## config.mk

```make
export PLATFORM = sky130hd
export DESIGN_NAME = uart_tx_buffered
export DESIGN_NICKNAME = d
export VERILOG_FILES = /design/src/rtl/uart_tx_buffered.sv
export SDC_FILE = /design/constraint.sdc
export NUM_CORES = 1
export LEC_CHECK = 0
export CAP_MARGIN = 0
export CORE_MARGIN = 8
export CORE_UTILIZATION = 53
export DETAILED_ROUTE_END_ITERATION = 8
export PLACE_DENSITY_LB_ADDON = 0.15
export SLEW_MARGIN = 10
export SYNTH_ARGS = -nofsm -noshare
export SYNTH_HDL_FRONTEND = slang
export SYNTH_SLANG_ARGS = --single-unit
export TNS_END_PERCENT = 30
```

## constraint.sdc

```tcl
create_clock -name i_Clock -period 2.44 [get_ports i_Clock]
set_clock_uncertainty 0.05 [all_clocks]
set_input_delay 0.488 -clock i_Clock [delete_from_list [all_inputs] [get_ports i_Clock]]
set_output_delay 0.488 -clock i_Clock [all_outputs]
set_load 0.02 [all_outputs]
```

## src/rtl/uart_tx_buffered.sv

```systemverilog
// uart_tx_buffered: 8N1 UART transmitter fed by a small circular byte FIFO
module uart_tx_buffered #(
    parameter int CLKS_PER_BIT = 217,
    parameter int FIFO_DEPTH   = 4
) (
    input  logic                          i_Clock,
    input  logic                          i_Reset,
    input  logic                          i_TX_DV,
    input  logic [7:0]                    i_TX_Byte,
    output logic                          o_TX_Ready,
    output logic                          o_TX_Serial,
    output logic                          o_TX_Active,
    output logic                          o_TX_Done,
    output logic [$clog2(FIFO_DEPTH):0]   o_FIFO_Count
);
    localparam int PW = $clog2(FIFO_DEPTH);
    localparam int CW = PW + 1;
    localparam logic [2:0] IDLE    = 3'd0;
    localparam logic [2:0] START   = 3'd1;
    localparam logic [2:0] DATA    = 3'd2;
    localparam logic [2:0] STOP    = 3'd3;
    localparam logic [2:0] CLEANUP = 3'd4;
    localparam logic [15:0] LAST   = 16'(CLKS_PER_BIT - 1);

    logic [2:0]    state_q, state_d;
    logic [15:0]   clk_cnt_q, clk_cnt_d;
    logic [2:0]    bit_idx_q, bit_idx_d;
    logic [7:0]    shift_q, shift_d;
    logic          serial_q, serial_d;
    logic          done_q, done_d;
    logic [PW-1:0] rd_ptr_q, rd_ptr_d, wr_ptr_q, wr_ptr_d;
    logic [CW-1:0] count_q, count_d;
    logic [7:0]    mem_q [FIFO_DEPTH];
    logic          push, pop, bit_end;

    assign o_TX_Ready   = count_q != CW'(FIFO_DEPTH);
    assign o_TX_Serial  = serial_q;
    assign o_TX_Done    = done_q;
    assign o_TX_Active  = state_q == START || state_q == DATA || state_q == STOP;
    assign o_FIFO_Count = count_q;

    always_comb begin
        push     = i_TX_DV && o_TX_Ready;
        pop      = state_q == IDLE && count_q != '0;
        bit_end  = clk_cnt_q == LAST;
        wr_ptr_d = push ? wr_ptr_q + PW'(1) : wr_ptr_q;
        rd_ptr_d = pop ? rd_ptr_q + PW'(1) : rd_ptr_q;
        count_d  = (push && !pop) ? count_q + CW'(1) : (pop && !push) ? count_q - CW'(1) : count_q;
        state_d   = state_q;
        clk_cnt_d = bit_end ? 16'd0 : clk_cnt_q + 16'd1;
        bit_idx_d = bit_idx_q;
        shift_d   = shift_q;
        serial_d  = serial_q;
        done_d    = 1'b0;
        case (state_q)
            IDLE: begin
                serial_d  = !pop;
                clk_cnt_d = 16'd0;
                bit_idx_d = 3'd0;
                shift_d   = pop ? mem_q[rd_ptr_q] : shift_q;
                state_d   = pop ? START : IDLE;
            end
            START: begin
                serial_d = bit_end ? shift_q[0] : 1'b0;
                state_d  = bit_end ? DATA : START;
            end
            DATA: begin
                if (bit_end) begin
                    serial_d  = bit_idx_q == 3'd7 ? 1'b1 : shift_q[bit_idx_q + 3'd1];
                    state_d   = bit_idx_q == 3'd7 ? STOP : DATA;
                    bit_idx_d = bit_idx_q + 3'd1;
                end
            end
            STOP: begin
                serial_d = 1'b1;
                done_d   = bit_end;
                state_d  = bit_end ? CLEANUP : STOP;
            end
            CLEANUP: begin
                serial_d  = 1'b1;
                clk_cnt_d = 16'd0;
                state_d   = IDLE;
            end
            default: begin
                serial_d  = 1'b1;
                clk_cnt_d = 16'd0;
                state_d   = IDLE;
            end
        endcase
    end

    always_ff @(posedge i_Clock) begin
        if (i_Reset) begin
            state_q   <= IDLE;
            clk_cnt_q <= 16'd0;
            bit_idx_q <= 3'd0;
            shift_q   <= 8'd0;
            serial_q  <= 1'b1;
            done_q    <= 1'b0;
            rd_ptr_q  <= '0;
            wr_ptr_q  <= '0;
            count_q   <= '0;
        end else begin
            state_q   <= state_d;
            clk_cnt_q <= clk_cnt_d;
            bit_idx_q <= bit_idx_d;
            shift_q   <= shift_d;
            serial_q  <= serial_d;
            done_q    <= done_d;
            rd_ptr_q  <= rd_ptr_d;
            wr_ptr_q  <= wr_ptr_d;
            count_q   <= count_d;
        end
    end

    // storage needs no reset: pointers and count define what is valid
    always_ff @(posedge i_Clock) begin
        if (!i_Reset && push) mem_q[wr_ptr_q] <= i_TX_Byte;
    end
endmodule

```

==> metrics.md <==
| Metric | Value |
|---|---|
| Count leader, synth | dfxtp_1 |
| Worst relative slew slack | about 58% |
| Placed Area | 3348 µm² |
| Share of cells above drive strength 1 | 13.64% |
| # rows | 27 |
| Worst vdd ir | 0.6131 mV |
| Most used flip-flop cell after synthesis | dfxtp_1 |
| Clk Latency, worst-skew pair | 0.34 ns |
| Longest Clk Path Bufs | 2 |
| Leak | 1.184 nW |
| Final GP Congestion | 0.7959 |
| # H-tree levels | 3 |
| First-pass GRT wire length | between 9 and 10 mm |
| Final period utilization | 95.44% |
| Pins over their slew limit | 0 |
| Crit-path max cell delay | roughly 0.57 ns |
| DPL Wire Length | roughly 3.5 mm |
| Total Power | roughly 0.0032 W |
| Unrepaired setup endpoints after global routing | no |
| CTS tree | built |
| Final Hold Vio Count | 0 |
| Clk root buf | clkbuf_8 |
| IO Pins | 18 |
| Final instance area | 3537 µm² |
| Async S/R FF share, synth | 0% |
| Buf/Inv on CP | 1 |
| DRC violation total after the first TritonRoute iteration | 87 |
| Total CTS buffers | 9 |
| DR vias | 1924 |
| DRT Pass-1 Iters | 6 |
| Core area | 5574 µm² |
| Sinks on Clock Net | between 70 and 80 |
| Syn_nets | 276 |
| Ordered cell list for the critical path | or3b_2 > clkdlybuf4s50_1 |
| Synth Instances | 255 |
| Crit path arrival time | 1.79 ns |
| Routed wire per std cell | 14.78 µm |
| Min-delay worst type | flop to flop |
| Register area share after synthesis | 56.47% |
| Number of flops mapped to enable cells by yosys | 32 |
| R2R Setup Slk | 0.32 ns |
| Pin count of the biggest net entering global routing | 18 |
| Top cell type's share of synthesized area | 31.16% |
| Pwr Density | around 900 nW/µm² |
| Mapped cell area | 3084 µm² |
| Initial Util | 55.33% |
| Setup tns final | 0 ns |
| Area leader, netlist | edfxtp_1 |
| Flops & latches, synth | 71 |
| Vias in the first global route | 2004 |
| End-of-flow core utilization | a little under two thirds |
| Synth area leaders | edfxtp_1 31%, dfxtp_1 25%, mux4_2 7.3% |
| Die area | ~8500 µm² |
| Global route total overflow | 0 |
| CP endpoint kind | output pin |
| Cts repair resizes | 0 |
| Antenna diodes | 0 |
| Fill cells | 453 |
| Setup bufs post-CTS | 0 |
| Req. time, crit path | about 1.9 ns |
| Layout area overhead | 14.69% |
| Post-layout min period | approximately 2.3 ns |
| Crit path max-delay family | buffers and inverters |
| Max-cap viol count | 0 |
| Max Clk Rate | 429.4 MHz |
| YS warnings | 0 |
| DR DRC count | 0 |
| Least-Margin Pin Slew | 0.6282 ns |
| Post-Route WL | 5.293 mm |
| Worst-path clk slew | 0.08 ns |
| Status | completed |
| CTS Hold Bufs | 0 |
| Crit Path Class | flop to output pin |
| Nets | 302 |
| Library cells used by synthesis | between 40 and 50 |
| Initial antenna violation count | 0 |
| Antenna Nets Post-Route | 0 |
| Worst Path Max Fanout | 5 |
| Post-synthesis average cell area | 12.09 µm² |
| DR vias/cell | 5.374 |
| Buffers on Ports | 17 |
| Synth top cells by count | 39 x dfxtp_1, 32 x edfxtp_1, 25 x nand2_1 |
| Die span in x | about 92 µm |
| CP Launch Type | flop |
| Vert. Die Dim | 92.29 µm |
| Critical path's slowest cell | clkdlybuf4s50_1 |
| # setup viols final | 0 |
| GRT Total Usage | approximately 14% |
[placed cells by master (no fill, tap or decap), types with 3 or more instances in the layout]
master / n
nand2_1: 25
clkbuf_8: 9
o21ai_0: 4
xnor2_1: 10
edfxtp_1: 32
nor2_1: 23
inv_1: 9
buf_4: 7
dfxtp_1: 39
nor4b_1: 3
a21oi_1: 16
nand3_1: 9
xor2_1: 7
clkdlybuf4s50_1: 17
ha_1: 9
nand4_1: 5
and2_1: 4
nor3_1: 5
mux4_2: 10
and3_1: 3
[sequential cells by signal (all words and copies together), names as in the netlist]
name	cells
mem_q	32
clk_cnt_q	16
shift_q	8
bit_idx_q	3
o_FIFO_Count	3
state_q	3
rd_ptr_q	2
wr_ptr_q	2
o_TX_Done	1
o_TX_Serial	1
[logic make-up (layout without fill, tap and decap cells)]
group / after synthesis / in the layout / synth area share, %
AO/OA/AOI/OAI: 30 / 30 / 6.004
XOR/XNOR: 17 / 17 / 4.827
adder cells (fa/ha/maj): 10 / 10 / 4.300
buffers and inverters: 19 / 50 / 2.799
flip-flops: 71 / 71 / 56.47
multiplexers: 11 / 11 / 7.627
AND/OR/NAND/NOR: 97 / 97 / 17.97
[routing by layer]
layer	routed length, µm	up-vias	GRT usage (%)	share of wire, %
met5	0	-	0	0
met4	116	0	7.248	2.2
met3	149	9	3.260	2.8
met2	2532	21	22.35	48
met1	2493	912	17.08	47
li1	-	982	-	-
[layout make-up]
type | count | area [µm²] | share of cell area [%]
clock inverter | 6 | 61.31 | 1.733
clock buffer | 10 | 127.6 | 3.608
multi-input combinational | 165 | 1256 | 35.51
tap | 72 | 90.09 | 2.547
sequential | 71 | 1742 | 49.24
timing repair buffer | 24 | 222.7 | 6.296
inverter | 10 | 37.54 | 1.061
[path summary, 6_finish.rpt]
kind,from,end,depth (start not counted)
worst max-delay path,o_FIFO_Count[0],o_TX_Ready,2
worst min-delay path,shift_q[2],shift_q[2],2
worst max register to register,o_FIFO_Count[0],o_FIFO_Count[2],10
worst min register to register,shift_q[2],shift_q[2],2
[power breakdown]
part / leakage [nW] / internal [W] / switching [W]
Clock: 0.0876 / 0.000467 / 0.000439
Sequential: 0.608 / 0.00137 / 0.000122
Combinational: 0.489 / 0.000394 / 0.000382
[worst reg2reg max path: cells and delay by family (launching register included)]
family | cells | cell delay, ns
and+or+nand+nor | 3 | 0.53
buffers and inverters | 3 | 0.29
AOI/OAI and AO/OA | 1 | 0.13
DFF | 1 | 0.36
xor gates and xnor gates | 1 | 0.15
adders and majority gates | 2 | 0.53
[metrics by stage]
| step | hold slack [ns] | setup WS (ns) | std cells |
|---|---|---|---|
| after floorplan | 0.3797 | 0.03782 | 255 |
| after global placement | 0.3930 | 0.07300 | 342 |
| after detailed placement | 0.3985 | 0.04062 | 342 |
| after CTS | 0.4087 | 0.09570 | 358 |
| after global routing | 0.4393 | 0.05178 | 358 |
| final | 0.4050 | 0.1113 | 358 |
Note: power is estimated with default switching activity, not from simulation.
